`config.mk`:
```
export PLATFORM = sky130hd
export DESIGN_NAME = video_timing_gen
export DESIGN_NICKNAME = d
export VERILOG_FILES = /design/src/rtl/video_timing_gen.sv
export SDC_FILE = /design/constraint.sdc
export NUM_CORES = 1
export LEC_CHECK = 0
export CAP_MARGIN = 0
export CORE_ASPECT_RATIO = 1.25
export CORE_UTILIZATION = 56
export CTS_CLUSTER_DIAMETER = 60
export DETAILED_ROUTE_END_ITERATION = 8
export PLACE_DENSITY_LB_ADDON = 0.1
export SLEW_MARGIN = 20
export SYNTH_ARGS = -nofsm -noshare
export SYNTH_HDL_FRONTEND = slang
export SYNTH_SLANG_ARGS = --single-unit
export TNS_END_PERCENT = 1
```
`constraint.sdc`:
```
create_clock -name pxl_clk -period 2.8 [get_ports pxl_clk]
set_input_delay 0.56 -clock pxl_clk [delete_from_list [all_inputs] [get_ports pxl_clk]]
set_output_delay 0.56 -clock pxl_clk [all_outputs]
set_load 0.005 [all_outputs]
```
`src/rtl/video_timing_gen.sv`:
```
// Raster timing generator for the HDMI output path (pixel clock domain).
// Stage 0 holds the free-running horizontal/vertical counters; stage 1
// registers every output from those counters so that coordinates, syncs,
// data enable and frame strobes always describe the same pixel.
module video_timing_gen #(
  parameter int H_ACTIVE  = 640,
  parameter int H_FP      = 16,
  parameter int H_SYNC    = 96,
  parameter int H_BP      = 48,
  parameter int V_ACTIVE  = 480,
  parameter int V_FP      = 10,
  parameter int V_SYNC    = 2,
  parameter int V_BP      = 33,
  parameter bit HSYNC_POL = 1'b0,
  parameter bit VSYNC_POL = 1'b0
) (
  input  logic       pxl_clk,
  input  logic       rst,
  output logic [9:0] x,
  output logic [9:0] y,
  output logic       de,
  output logic       hsync,
  output logic       vsync,
  output logic       frame_start,
  output logic       vblank_tick,
  output logic [7:0] frame_count
);

  localparam int H_TOTAL = H_ACTIVE + H_FP + H_SYNC + H_BP;
  localparam int V_TOTAL = V_ACTIVE + V_FP + V_SYNC + V_BP;

  generate
    if (H_TOTAL > 1024 || V_TOTAL > 1024) begin : g_total_too_large
      $error("video_timing_gen: H_TOTAL and V_TOTAL must not exceed 1024");
    end
  endgenerate

  // Boundaries are held one bit wider than the counters so a sync or porch
  // edge that lands exactly on 1024 still compares correctly.
  localparam logic [10:0] H_LAST = 11'(H_TOTAL - 1);
  localparam logic [10:0] H_ACT  = 11'(H_ACTIVE);
  localparam logic [10:0] H_SS   = 11'(H_ACTIVE + H_FP);
  localparam logic [10:0] H_SE   = 11'(H_ACTIVE + H_FP + H_SYNC);
  localparam logic [10:0] V_LAST = 11'(V_TOTAL - 1);
  localparam logic [10:0] V_ACT  = 11'(V_ACTIVE);
  localparam logic [10:0] V_SS   = 11'(V_ACTIVE + V_FP);
  localparam logic [10:0] V_SE   = 11'(V_ACTIVE + V_FP + V_SYNC);

  logic [9:0]  hc_q, hc_d;
  logic [9:0]  vc_q, vc_d;
  logic [10:0] hc_w, vc_w;
  logic        started_q;
  logic        de_d, hsync_d, vsync_d, fs_d, vt_d;
  logic [7:0]  fc_d;

  assign hc_w = {1'b0, hc_q};
  assign vc_w = {1'b0, vc_q};

  // Next counter values: hc wraps each line, vc advances/wraps on hc wrap.
  always_comb begin
    hc_d = hc_q + 10'd1;
    vc_d = vc_q;
    if (hc_w == H_LAST) begin
      hc_d = '0;
      if (vc_w == V_LAST) vc_d = '0;
      else                vc_d = vc_q + 10'd1;
    end
  end

  // Decode of the current counter position into next output values.
  always_comb begin
    de_d    = (hc_w < H_ACT) && (vc_w < V_ACT);
    hsync_d = (hc_w >= H_SS && hc_w < H_SE) ? HSYNC_POL : ~HSYNC_POL;
    vsync_d = (vc_w >= V_SS && vc_w < V_SE) ? VSYNC_POL : ~VSYNC_POL;
    fs_d    = (hc_q == 10'd0) && (vc_q == 10'd0);
    vt_d    = (hc_q == 10'd0) && (vc_w == V_ACT);
    // The first frame_start after reset opens a frame rather than closing one.
    fc_d    = (fs_d && started_q) ? frame_count + 8'd1 : frame_count;
  end

  // ---- stage 0: raster counters ----
  always_ff @(posedge pxl_clk or posedge rst) begin
    if (rst) begin
      hc_q <= '0;
      vc_q <= '0;
    end else begin
      hc_q <= hc_d;
      vc_q <= vc_d;
    end
  end

  // ---- stage 1: registered outputs, one cycle behind the counters ----
  always_ff @(posedge pxl_clk or posedge rst) begin
    if (rst) begin
      x           <= '0;
      y           <= '0;
      de          <= 1'b0;
      hsync       <= ~HSYNC_POL;
      vsync       <= ~VSYNC_POL;
      frame_start <= 1'b0;
      vblank_tick <= 1'b0;
      frame_count <= '0;
      started_q   <= 1'b0;
    end else begin
      x           <= hc_q;
      y           <= vc_q;
      de          <= de_d;
      hsync       <= hsync_d;
      vsync       <= vsync_d;
      frame_start <= fs_d;
      vblank_tick <= vt_d;
      frame_count <= fc_d;
      started_q   <= started_q | fs_d;
    end
  end

endmodule

```
==> metrics.txt <==
Worst Path Arrival=2330 ps; Initial DRT Pass Iterations=7; final wirelength=3.72 mm; first-pass GRT wire length=6.52 mm; failing checks=DRC; mux share of post-synthesis cell area=1.53%; vias post-DR=1439; Synth Register Bits=54; Gate Count Post-Synth=176; Core Region=3570 sq um; Avg WL per Cell=14.5 microns; Vias/cell=5.60; worst vdd ir=0.000283 V; overall global routing resource usage=21.4%; XOR/XNOR Fraction of Synth Area=6.99%; Die Span X=57.2 microns; Tot Pwr=1320 uW; area grow syn2layout=24.6%; Setup Viol. Count Final=0; Layout Nets=224; Final ANT Viol Nets=0; Crit Path Class=flop to flop; Clock Tree Buf Depth=2; dpl ws=693 ps; mapped cell area=2130 sq um; crit share post-route=76.6%; share of cells above drive strength 1=8.26%; Antenna Cells=0; Hold Crit Class=flop to flop; switching share of power=18.6%; Sw Pwr=245 uW; Starting DRT DRC Count=51; Rows=24; number of CTS-inserted buffers=5; Synth Area in Compound Gates=2.64%; DRC Markers=5; max_slew headroom=53.6%; Max Freq=0.466 GHz; clock power share=39.6%; clk sinks=54; antenna violations before repair=0; critical path peak fanout=9; Root Buffer=clkbuf_8; Setup Buffers After CTS=0; grt ovf=0; Fill cells=259; worst-margin pin slew=696 ps; syn_nets=183; Synth cell types=35; largest net degree at the start of global routing=35; Sequential Power Share=59.0%; clk_skew=7.00 ps; CP endpoint kind=flop; Starting Density=59.6%; IO Count=35; placed wire-length estimate=2.68 mm; # port buffers=34; Hold Fails Final Rpt=0; Yosys Warn Count=0; Post-Synth Simple-Gate Area=20.9%; largest family of logic cells by synthesized area=simple AND/OR/NAND/NOR gates; internal power=1070 uW; Final Max Slew Viols=0; setup TNS=0 ps; register area share after synthesis=63.5%; Final WS setup=656 ps; critical path launch point type=flop; RePlAce Congestion=0.900; H-Tree Depth=2; RSZ-0062 raised after global routing=no; vias in the first global route=1426; fin crit period=2140 ps; Syn Area/Cell=12.1 sq um; adder-cell area share of the yosys netlist=2.94%; commonest cells after routing, fill and taps aside=dfrtp_1, clkdlybuf4s50_1, nand3_1; cell leakage power=0.00122 uW; commonest non-fill, non-tap cell in the layout=dfrtp_1; TritonCTS clock tree=built; Resized Gates After CTS=0; Power Dens Cells=497 nW/um^2; Clock Latency Late Sink=300 ps; WHS=464 ps; run status=finished, violations left; die area=4060 sq um; Max-cap violations=0; CTS Hold Bufs=0; worst path required time=2990 ps; Die Y=71.0 microns; Logic pwr share=1.4%; clock-pin slew of the registers on the worst-case setup and hold paths=80 ps
-- sequential cells by signal, indices dropped and copies added, names as in the netlist --
register / cells
de: 1
frame_count: 8
frame_start: 1
hc_q: 10
hsync: 1
started_q: 1
vblank_tick: 1
vc_q: 10
vsync: 1
x: 10
y: 10
-- final timing paths --
kind / start / endpoint / slack [ps] / cells after the start
min: hc_q[1] / x[1] / 460 / 0
min reg2reg: hc_q[1] / x[1] / 460 / 0
max in group asynchronous: rst / y[3] / 1570 / 3
max reg2reg: vc_q[0] / frame_count[1] / 660 / 6
min in group asynchronous: rst / de / 680 / 2
max: vc_q[0] / frame_count[1] / 660 / 6
-- kinds of logic (layout without fill, tap and decap cells) --
kind of cell,after synthesis,count (layout)
AO/OA/AOI/OAI,10,10
XOR/XNOR,17,17
adder cells (fa/ha/maj),5,5
buffers and inverters,8,50
flip-flops,54,54
multiplexers,3,3
AND/OR/NAND/NOR,79,79
-- final cells by class --
cell class | instances | area [sq um] | share of cell area, %
flip-flops and latches | 54 | 1350 | 51.0
inverters | 6 | 22.5 | 0.848
clock inverters | 1 | 30.0 | 1.13
well taps | 39 | 48.8 | 1.84
repair buffers | 36 | 368 | 13.9
clock buffers | 7 | 86.3 | 3.25
multi-input cells | 114 | 746 | 28.1
-- Yosys cell counts, drive strengths merged --
cell / n / area [sq um]
a21oi: 2 / 10.0
a41oi: 1 / 8.76
and2: 4 / 25.0
and3: 3 / 18.8
and4: 2 / 17.5
buf: 1 / 5.00
clkbuf: 1 / 3.75
dfrtp: 52 / 1300
dfstp: 2 / 52.6
ha: 5 / 62.6
inv: 6 / 22.5
mux2: 2 / 22.5
mux2i: 1 / 10.0
nand2: 13 / 48.8
nand2b: 2 / 12.5
nand3: 14 / 70.1
nand4: 9 / 56.3
nand4b: 1 / 8.76
nor2: 9 / 33.8
nor2b: 2 / 12.5
nor3: 9 / 50.1
nor4: 4 / 31.3
nor4bb: 1 / 10.0
o21a: 1 / 7.51
o21ai: 6 / 30.0
or2: 1 / 6.26
or3: 3 / 28.8
or4: 2 / 15.0
xnor2: 6 / 52.6
xor2: 11 / 96.3
-- worst max-delay path, cell delays in order, from the launching register on --
cell and delay, ps:
dfrtp_1 450, inv_1 130, ha_1 160, nor4bb_1 260, nand4_1 380, nor2_1 300
mux2_1 340
-- power groups by stage --
stage / registers, uW / logic, uW / clock network [uW]
floorplan: 795 / 11.4 / 0
global placement: 795 / 19.6 / 0
detailed placement: 795 / 20.4 / 0
CTS: 779 / 20.5 / 536
global route: 779 / 22.9 / 562
finish: 779 / 18.8 / 522
-- stage by stage --
stage / util (%) / std cells / cell area [sq um]
after CTS: 74.3 / 257 / 2660
after detailed placement: 71.0 / 249 / 2540
after global placement: 71.0 / 249 / 2540
after floorplan: - / 176 / 2130
after global routing: 74.3 / 257 / 2660
final: 74.3 / 257 / 2660
-- metal layers --
layer	wire length [microns]	GRT usage, %	vias to the layer above
met1	1620	25.7	700
met5	0	0	-
met4	68	9.49	0
met2	1850	36.3	38
li1	-	-	695
met3	181	5.48	6
No activity file was read; power rests on OpenSTA's default activity.
